===== src/rtl/fir_sequencer.sv =====
// Control sequencer for the tap-serial FIR datapath: coefficient serialiser and MAC strobe generator.
// Optional FIR_OVERRUN_EN adds a sticky flag for samples withdrawn before acceptance.
module fir_sequencer #(
    parameter int TAPS      = 4,
    parameter int COEF_BITS = 8,
    parameter int MULT_LAT  = 0,
    localparam int W  = TAPS * COEF_BITS,
    localparam int SW = (TAPS > 1) ? $clog2(TAPS) : 1
) (
    input  logic         ph1,
    input  logic         reset,
    input  logic         sampleValid,
    output logic         sampleReady,
    input  logic         coefValid,
    output logic         coefReady,
    input  logic [W-1:0] coefWord,
    output logic         shiftIn,
    output logic         shiftEn,
    output logic         dataCap,
    output logic         clearAccum,
    output logic [SW-1:0] muxSel,
    output logic         accEn,
    output logic         yValid,
`ifdef FIR_OVERRUN_EN
    output logic         overrun,
    input  logic         clrOverrun,
`endif
    output logic         busy
);

    localparam int BW   = $clog2(W);
    localparam int KW   = $clog2(TAPS + MULT_LAT) + 1;
    localparam int KMAX = TAPS + MULT_LAT - 1;

    typedef enum logic [2:0] {
        IDLE,
        LOAD,
        CAPTURE,
        MAC,
        DONE
    } state_t;

    state_t        state_q, state_d;
    logic [BW-1:0] bit_cnt_q, bit_cnt_d;
    logic [KW-1:0] tap_cnt_q, tap_cnt_d;
    logic [W-1:0]  sreg_q, sreg_d;
    logic [KW:0]   k_plus1;
    logic          idle;

    always_ff @(posedge ph1 or posedge reset) begin
        if (reset) begin
            state_q   <= IDLE;
            bit_cnt_q <= '0;
            tap_cnt_q <= '0;
            sreg_q    <= '0;
        end else begin
            state_q   <= state_d;
            bit_cnt_q <= bit_cnt_d;
            tap_cnt_q <= tap_cnt_d;
            sreg_q    <= sreg_d;
        end
    end

    always_comb begin
        state_d   = state_q;
        bit_cnt_d = bit_cnt_q;
        tap_cnt_d = tap_cnt_q;
        sreg_d    = sreg_q;
        case (state_q)
            IDLE: begin
                // coefficient load wins a simultaneous request
                if (coefValid) begin
                    state_d   = LOAD;
                    sreg_d    = coefWord;
                    bit_cnt_d = '0;
                end else if (sampleValid) begin
                    state_d = CAPTURE;
                end
            end
            LOAD: begin
                sreg_d = {sreg_q[W-2:0], 1'b0};
                if (bit_cnt_q == BW'(W - 1)) begin
                    state_d = IDLE;
                end else begin
                    bit_cnt_d = bit_cnt_q + 1'b1;
                end
            end
            CAPTURE: begin
                state_d   = MAC;
                tap_cnt_d = '0;
            end
            MAC: begin
                if (tap_cnt_q == KW'(KMAX)) begin
                    state_d = DONE;
                end else begin
                    tap_cnt_d = tap_cnt_q + 1'b1;
                end
            end
            DONE:    state_d = IDLE;
            default: state_d = IDLE;
        endcase
    end

    assign idle    = (state_q == IDLE) && !reset;
    assign k_plus1 = {1'b0, tap_cnt_q} + (KW+1)'(1);

    always_comb begin
        sampleReady = 1'b0;
        coefReady   = 1'b0;
        shiftIn     = 1'b0;
        shiftEn     = 1'b0;
        dataCap     = 1'b0;
        clearAccum  = 1'b0;
        muxSel      = '0;
        accEn       = 1'b0;
        yValid      = 1'b0;
        busy        = (state_q != IDLE);
        case (state_q)
            IDLE: begin
                coefReady   = idle;
                sampleReady = idle && !coefValid;
            end
            LOAD: begin
                shiftEn = 1'b1;
                shiftIn = sreg_q[W-1];
            end
            CAPTURE: begin
                dataCap    = 1'b1;
                clearAccum = 1'b1;
            end
            MAC: begin
                if (tap_cnt_q >= KW'(TAPS - 1)) begin
                    muxSel = SW'(TAPS - 1);
                end else begin
                    muxSel = tap_cnt_q[SW-1:0];
                end
                // k <= KMAX bounds the top of the accumulate window
                accEn = k_plus1 > (KW+1)'(MULT_LAT);
            end
            DONE:    yValid = 1'b1;
            default: ;
        endcase
    end

`ifdef FIR_OVERRUN_EN
    logic pend_q, pend_d;
    logic overrun_q, overrun_d;

    always_ff @(posedge ph1 or posedge reset) begin
        if (reset) begin
            pend_q    <= 1'b0;
            overrun_q <= 1'b0;
        end else begin
            pend_q    <= pend_d;
            overrun_q <= overrun_d;
        end
    end

    always_comb begin
        pend_d    = sampleValid && !sampleReady;
        overrun_d = overrun_q;
        if (pend_q && !sampleValid) begin
            overrun_d = 1'b1;
        end else if (clrOverrun) begin
            overrun_d = 1'b0;
        end
    end

    assign overrun = overrun_q;
`endif

endmodule


===== config.mk =====
export PLATFORM = sky130hd
export DESIGN_NAME = fir_sequencer
export DESIGN_NICKNAME = d
export VERILOG_FILES = /design/src/rtl/fir_sequencer.sv
export SDC_FILE = /design/constraint.sdc
export NUM_CORES = 1
export LEC_CHECK = 0
export CAP_MARGIN = 30
export CELL_PAD_IN_SITES_DETAIL_PLACEMENT = 1
export CELL_PAD_IN_SITES_GLOBAL_PLACEMENT = 1
export CORE_MARGIN = 4
export CORE_UTILIZATION = 40
export DETAILED_ROUTE_END_ITERATION = 8
export GPL_TIMING_DRIVEN = 1
export PLACE_DENSITY = 0.8
export SLEW_MARGIN = 40
export SYNTH_ARGS = -nofsm -noshare
export SYNTH_HDL_FRONTEND = slang
export SYNTH_SLANG_ARGS = --single-unit

===== constraint.sdc =====
create_clock -name ph1 -period 3.01 [get_ports ph1]
set_input_delay 0.4515 -clock ph1 [delete_from_list [all_inputs] [get_ports ph1]]
set_output_delay 0.4515 -clock ph1 [all_outputs]
set_load 0.05 [all_outputs]

; ---- Yosys cells after proc, flatten, opt, wreduce, memory -nomap -nowiden
; Index checks and enable logic that the tools add are counted.
[word_totals]
word_cells = 54
ff_bits = 43
input_bits = 36
[op_classes]
addsub = 3
reduce_logical = 12
eq_ne = 12
mux = 21
magnitude_cmp = 2
[ops]
columns = operator, n
row1 = $pmux W32 S2, 1
row2 = $mux W32, 1
row3 = $mux W3, 5
row4 = $pmux W3 S4, 1
row5 = $mux W5, 2
row6 = $ne A2 B2 Y1 const B, 5
row7 = $pmux W5 S2, 1
row8 = $eq A3 B2 Y1 const B, 3
row9 = $mux W1, 7
row10 = $pmux W3 S2, 1
row11 = $reduce_and A3 Y1, 2
row12 = $add A5 B1 Y5 const B, 1
row13 = $eq A5 B5 Y1 const B, 1
row14 = $add A3 B1 Y4 const B, 1
row15 = $gt A4 B1 Y1 const B, 1
row16 = $mux W2, 2
row17 = $reduce_and A2 Y1, 2
row18 = $reduce_bool A2 Y1, 2
row19 = $add A3 B1 Y3 const B, 1
row20 = $eq A3 B1 Y1 const B, 1
row21 = $eq A3 B3 Y1 const B, 1
row22 = $ge A3 B2 Y1 const B, 1
row23 = $logic_not A3 Y1, 1
row24 = $ne A3 B3 Y1 const B, 1
row25 = other kinds (3), 5

; ---- Logic depth before layout (Yosys ltp)
; Gate-level depths: netlist of the first run.
[depth]
depth_word = 4
mapped_depth = 6
mapped_depth_nobuf = 6

; ---- Least setup slack after synthesis of the first run
; Ideal clock, no wire load.
[synth_path]
path_type = reg-to-output
startpoint = register state_q[1]
endpoint = output sampleReady
path_stages_with_launch = 4
n_path_buf = 1
path_slack_ns = 0.261
required_ns = 2.558
arrival_ns = 2.297
path_cell_list = dfrtp_1 buf_2 or3_1 nor3_1
[synth_between]
elab_chain_len = 4
[synth_rtl]
columns = item, line
row1 = "start, declared", 43  ; state_t state_q, state_d;
row2 = "start signal, assigned", 57  ; state_q <= state_d;
row3 = $logic_not A3 Y1 (*), "104, 118"
row4 = $logic_and A1 B1 Y1, 104  ; assign idle = (state_q == IDLE) && !reset;
row5 = $logic_and A1 B1 Y1, 121  ; sampleReady = idle && !coefValid;
row6 = $mux W1 (*), 118  ; case (state_q)
row7 = "end, declared", 13  ; output logic sampleReady,
; Every way passes the cells marked *; elsewhere a longest branch is shown, timed or not.

; ---- Worst setup path after layout of the first run
[layout_path]
startpoint = register state_q[1]
endpoint = output clearAccum
[layout_between]
elab_chain_len = 2
[layout_rtl]
columns = item, line
row1 = $eq A3 B2 Y1, 118
row2 = $mux W1, 118
row3 = "end, declared", 20  ; output logic clearAccum,
; No other way between the ends.

==> metrics.yaml, run 1 <==
clock_tree:
  root_buffer: "clkbuf_8"
  hold_buffers: 0
  clock_sinks: 43
  post_cts_buffers: 0
  cts_made_buffers: 5
  cts_resized: 0
  clock_tree.buffer_depth: 2
  clock_latency_ns: 0.30
  h-tree-depth: 2
  cts_tree: "built"
  path_clk_slew_ns: 0.09
grt:
  antenna_found_initial: 0
  grt_pass1_wl_microns: 9197
  grt_usage: 0.1844
  grt_max_degree: 35
  grt_pass1_vias: 1834
  grt-ovfl-total: 0
route:
  routedWlPerCell_microns: 16.67
  viasPerCell: 5.474
  drc_errors: 0
  ant_nets: 0
  drt-pass1-iter-count: 4
  drtIter0Drc: 60
  wl_microns: 5351
  routed-via-count: 1757
floorplanning:
  rows: 25
  die_area_sq_um: 6308
  io_pins: 47
  die_h_microns: 79.43
  core_sq_um: 4817
  initial_utilization: 0.4236
  die_w_microns: 79.43
synthesis:
  ys_seq_elements: 43
  ys_types: 33
  avgSynthCellArea_sq_um: 9.626
  ys.flop_type: "dfrtp_1"
  synth_seq_area_share: 0.5273
  async_reset_ff_frac: 1.000
  yosysWarnings: 0
  synth_edf_count: 0
  synthCells: 212
  synth_nets: 252
  syn_area_sq_um: 2041
timing:
  setup_viol: 0
  fin_skew_ns: 0.007965
  finalHoldViolations: 0
  holdWs_ns: 0.5098
  relSlewSlack: 0.6345
  finalSetupTns_ns: 0
  tightest_slew_ns: 0.5470
  fin_crit_sh: 0.9375
  rsz0062_at_grt: "no"
  fmax_mhz: 354.4
  maxSlewViolCount: 0
  setup_ws_ns: 0.1881
  layout_min_cycle_time_ns: 2.822
placement:
  post-place-ws_ns: 0.4903
  gp_congestion: 0.7351
  port_buffers: 46
  dpl.hpwl_microns: 3692
  place_area_sq_um: 2561
critical_path:
  critPathKind: "reg2out"
  end_kind: "primary output"
  critical_path.endpoint: "clearAccum"
  reg2reg_depth: 4
  cp-startpoint: "state_q[1]$_DFFE_PP0P_"
  cp.required_ns: 2.56
  crit_arrival_ns: 2.37
  r2r_end: "sreg_q[5]$_DFFE_PP0P_"
  worstPathMaxFanout: 12
  ff2ff_setup_slack_ns: 0.93
  cp-start-kind: "flop"
  worst_r2r_startpoint: "state_q[1]$_DFFE_PP0P_"
cells_and_area:
  area_delta_synth_final_pct: 29.68
  final_common_cell: "clkdlybuf4s50_1"
  nets: 293
  fin_util: 0.5494
  fin_area_sq_um: 2646
  drive_gt1_frac: 0.08661
  seq_area_sq_um: 1076
  antennaDiodeCount: 0
  multiInputGateArea_sq_um: 852.1
  fillCellCount: 563
  final_cell_mix: "clkdlybuf4s50_1, dfrtp_1, nor2_1"
pwr:
  vdd_drop_max_mv: 0.6652
  cellLeakagePower_nw: 1.061
  power_density_nw_per_um2: 1080
  p_switching_mw: 1.263
  power_frac_clock: 0.128
  intPower_mw: 1.595
  power_frac_comb: 0.503
  swShare: 0.4419
  p_seq_frac: 0.368
hold_path:
  hp-class: "in2async"
status:
  outcome: "completed"
flow_run:
  cap_viol_max_count: 0
-- Yosys cell counts, types with 2 or more instances --
cell type / count / area share
buf_1: 3 / 0.0055
a221oi_1: 2 / 0.0086
nand3_1: 5 / 0.012
nand2_1: 5 / 0.0092
o21ai_0: 3 / 0.0074
clkbuf_1: 6 / 0.011
nor2b_1: 2 / 0.0061
buf_4: 2 / 0.0074
a21oi_1: 2 / 0.0049
inv_1: 5 / 0.0092
o22ai_1: 30 / 0.092
nor4b_4: 2 / 0.023
ha_1: 4 / 0.025
nor2_1: 40 / 0.074
buf_2: 6 / 0.015
and3_1: 2 / 0.0061
dfrtp_1: 43 / 0.53
nor3b_1: 2 / 0.0074
nor3_1: 31 / 0.076
a22o_1: 4 / 0.017
-- final cells by class --
class | count | area share
flip-flops and latches | 43 | 0.4066
clock inverters | 2 | 0.004728
multi-input cells | 145 | 0.3220
inverters | 6 | 0.008983
clock buffers | 6 | 0.02742
well taps | 67 | 0.03168
repair buffers | 52 | 0.1986
-- metrics by stage --
stage	std cells	total power [mW]
floorplan	212	2.073
global placement	313	2.442
detailed placement	313	2.516
CTS	321	2.885
global route	321	3.096
finish	321	2.859
-- routing by layer --
metal | GRT usage | up-vias | routed length [microns] | part of all wire
met3 | 0.04515 | 7 | 252 | 0.047
met5 | 0 | - | 0 | 0
li1 | - | 849 | - | -
met1 | 0.2447 | 864 | 2496 | 0.47
met2 | 0.2972 | 37 | 2534 | 0.47
met4 | 0.05670 | 0 | 67 | 0.013
-- worst max-delay path: stages, from the launching register on --
cell and delay [ns]:
dfrtp_1 0.62, or3b_2 0.54, inv_1 0.10, clkdlybuf4s50_1 0.81
-- sequential cells by signal, indices dropped and copies added, names as in the netlist --
name,cells
sreg_q,32
state_q,3
tap_cnt_q,3
bit_cnt_q,5
-- logic make-up after synthesis --
family	share of synthesized area
AND/OR/NAND/NOR	0.2428
flip-flops	0.5273
buffers and inverters	0.05518
AO/OA/AOI/OAI	0.1447
adder cells (fa/ha/maj)	0.02453
multiplexers	0.005518
-- power groups by stage --
stage | combinational (mW) | sequential [mW] | clock (mW)
6_report | 1.44 | 1.05 | 0.367
5_1_grt | 1.60 | 1.09 | 0.402
3_3_place_gp | 1.40 | 1.05 | 0
4_1_cts | 1.46 | 1.05 | 0.372
2_1_floorplan | 1.11 | 0.965 | 0
3_5_place_dp | 1.45 | 1.06 | 0
-- worst min-delay path by stage --
stage,to,slack (ns),depth (start not counted)
2_1_floorplan,sreg_q[31]$_DFFE_PP0P_,0.47,2
3_3_place_gp,sreg_q[0]$_DFFE_PP0P_,0.49,2
3_5_place_dp,sreg_q[7]$_DFFE_PP0P_,0.50,2
4_1_cts,sreg_q[31]$_DFFE_PP0P_,0.52,2
5_1_grt,bit_cnt_q[4]$_DFFE_PP0P_,0.55,1
6_report,sreg_q[21]$_DFFE_PP0P_,0.51,2
(Power assumes the default switching activity.)
==> run 2, diff against run 1 <==
Settings changed: CTS_CLUSTER_SIZE set to 30.
==> results of run 2 <==
No change in the layout: final DEF, timing and power equal those of run 1.
==> run 3, diff against run 2 <==
Settings changed: CORE_MARGIN 4 to 2, HOLD_SLACK_MARGIN set to 0.12.
==> run 3 against run 2 <==
  * Die area decreased by 9.8%
  * Clock power rose by 19%
  * First-iteration DRC count grew to 2.9 times the previous value
  * Global-route usage up 1.5 points
  * Sequential cell count is the same
  * Worst setup slack improved by 0.038 ns
  * Hold slack better by 0.0012 ns
  * Via count up 0.74%
  * Non-clock buffer count is the same
  * Largest cell class unchanged
  * Largest power group unchanged
  * Highest routed layer unchanged
==> metrics.yaml, run 3 (same netlist as run 1, synthesis figures left out) <==
status:
  outcome: "completed"
floorplanning:
  core_sq_um: 4817
  die_w_microns: 75.43
  io_pins: 47
  initial_utilization: 0.4236
  die_h_microns: 75.43
  die_area_sq_um: 5689
  rows: 25
route:
  drt-pass1-iter-count: 4
  routed-via-count: 1770
  routedWlPerCell_microns: 16.29
  ant_nets: 0
  wl_microns: 5213
  viasPerCell: 5.531
  drc_errors: 0
  drtIter0Drc: 175
timing:
  setup_viol: 0
  fin_crit_sh: 0.9250
  maxSlewViolCount: 0
  fmax_mhz: 359.2
  fin_skew_ns: 0.005161
  tightest_slew_ns: 0.6448
  layout_min_cycle_time_ns: 2.784
  rsz0062_at_grt: "no"
  finalHoldViolations: 0
  finalSetupTns_ns: 0
  relSlewSlack: 0.5675
cells_and_area:
  antennaDiodeCount: 0
  drive_gt1_frac: 0.07905
  area_delta_synth_final_pct: 30.47
  nets: 293
  reg.largest.list: "sreg_q x32, bit_cnt_q x5"
  fillCellCount: 568
  regMostFlops: "sreg_q"
  largest_reg_flops: 32
  fin_util: 0.5527
  final_common_cell: "clkdlybuf4s50_1"
  final_cell_mix: "clkdlybuf4s50_1, dfrtp_1, nor2_1"
  fin_area_sq_um: 2663
critical_path:
  end_kind: "primary output"
  path_cells: "or3b_2, inv_1, clkdlybuf4s50_1"
  ff2ff_setup_slack_ns: 0.94
  critPathKind: "reg2out"
  cp_slowest_cell: "clkdlybuf4s50_1"
  crit_arrival_ns: 2.33
  cp-start-kind: "flop"
  worst_path_largest_cell_delay_ns: 0.80
  reg2reg_depth: 4
  worstPathMaxFanout: 12
  cp.required_ns: 2.56
clock_tree:
  root_buffer: "clkbuf_8"
  hold_buffers: 0
  h-tree-depth: 2
  path_clk_slew_ns: 0.08
  post_cts_buffers: 0
  clock_tree.buffer_depth: 2
  clock_latency_ns: 0.29
  clock_sinks: 43
  cts_tree: "built"
  cts_made_buffers: 5
  cts_resized: 0
grt:
  grt_max_degree: 35
  grt_pass1_vias: 1893
  grt_usage: 0.1993
  antenna_found_initial: 0
  grt_pass1_wl_microns: 8611
  grt-ovfl-total: 0
hold_path:
  hp-class: "reg2reg"
  hold_depth: 2
placement:
  port_buffers: 46
  place_area_sq_um: 2560
  dpl.hpwl_microns: 3610
  gp_congestion: 0.7376
pwr:
  p_seq_frac: 0.359
  power_frac_comb: 0.493
  intPower_mw: 1.679
  p_switching_mw: 1.249
  power_density_nw_per_um2: 1100
  power_frac_clock: 0.149
  vdd_drop_max_mv: 0.4889
  cellLeakagePower_nw: 1.069
  swShare: 0.4266
flow_run:
  cap_viol_max_count: 0
-- run 3: changes by cell type in the layout (fill, tap and decap cells not counted) --
cell,before,now
bufinv_16,0,1
clkinv_1,0,1
clkinv_2,2,0
clkinvlp_4,1,0
-- run 3: layout make-up --
type | count | area, sq um | share of cell area
Sequential cell | 43 | 1076 | 0.4041
Multi-Input combinational cell | 145 | 852.1 | 0.3200
Timing Repair Buffer | 52 | 525.5 | 0.1974
Tap cell | 67 | 83.83 | 0.03149
Clock buffer | 6 | 72.57 | 0.02726
Clock inverter | 1 | 30.03 | 0.01128
Inverter | 6 | 22.52 | 0.008459
-- run 3: worst paths after layout --
path	startpoint	endpoint
min in group asynchronous	reset	sreg_q[23]$_DFFE_PP0P_
worst min register to register	sreg_q[20]$_DFFE_PP0P_	sreg_q[20]$_DFFE_PP0P_
worst max register to register	state_q[1]$_DFFE_PP0P_	sreg_q[21]$_DFFE_PP0P_
worst min-delay path	sreg_q[20]$_DFFE_PP0P_	sreg_q[20]$_DFFE_PP0P_
max in group asynchronous	reset	sreg_q[30]$_DFFE_PP0P_
worst max-delay path	state_q[1]$_DFFE_PP0P_	dataCap
-- run 3: stage by stage --
stage / instances / total power [mW] / setup WS, ns / hold WS [ns]
6_report: 320 / 2.928 / 0.2257 / 0.5110
5_1_grt: 320 / 3.153 / 0.1327 / 0.5462
4_1_cts: 320 / 2.957 / 0.2027 / 0.5184
3_5_place_dp: 313 / 2.513 / 0.5410 / 0.4950
3_3_place_gp: 313 / 2.439 / 0.5714 / 0.4838
2_1_floorplan: 212 / 2.073 / 0.2615 / 0.4660
-- run 3: metal layers --
layer	up-vias	wire length (microns)	global-route usage
li1	845	-	-
met2	42	2559	0.3546
met5	-	0	0
met4	0	68	0.06628
met1	876	2354	0.2388
met3	7	231	0.04365
-- run 3: worst max-delay path, delay by kind of cell, from the launching register on --
kind	cells	cell delay, ns
buffers and inverters	2	0.89
AND/OR/NAND/NOR	1	0.54
flip-flops	1	0.61
-- run 3: power groups by stage --
stage	combinational, mW	clock, mW	sequential (mW)
after floorplan	1.11	0	0.965
after global placement	1.40	0	1.04
after detailed placement	1.45	0	1.06
after CTS	1.46	0.445	1.05
after global routing	1.59	0.472	1.09
final	1.44	0.436	1.05
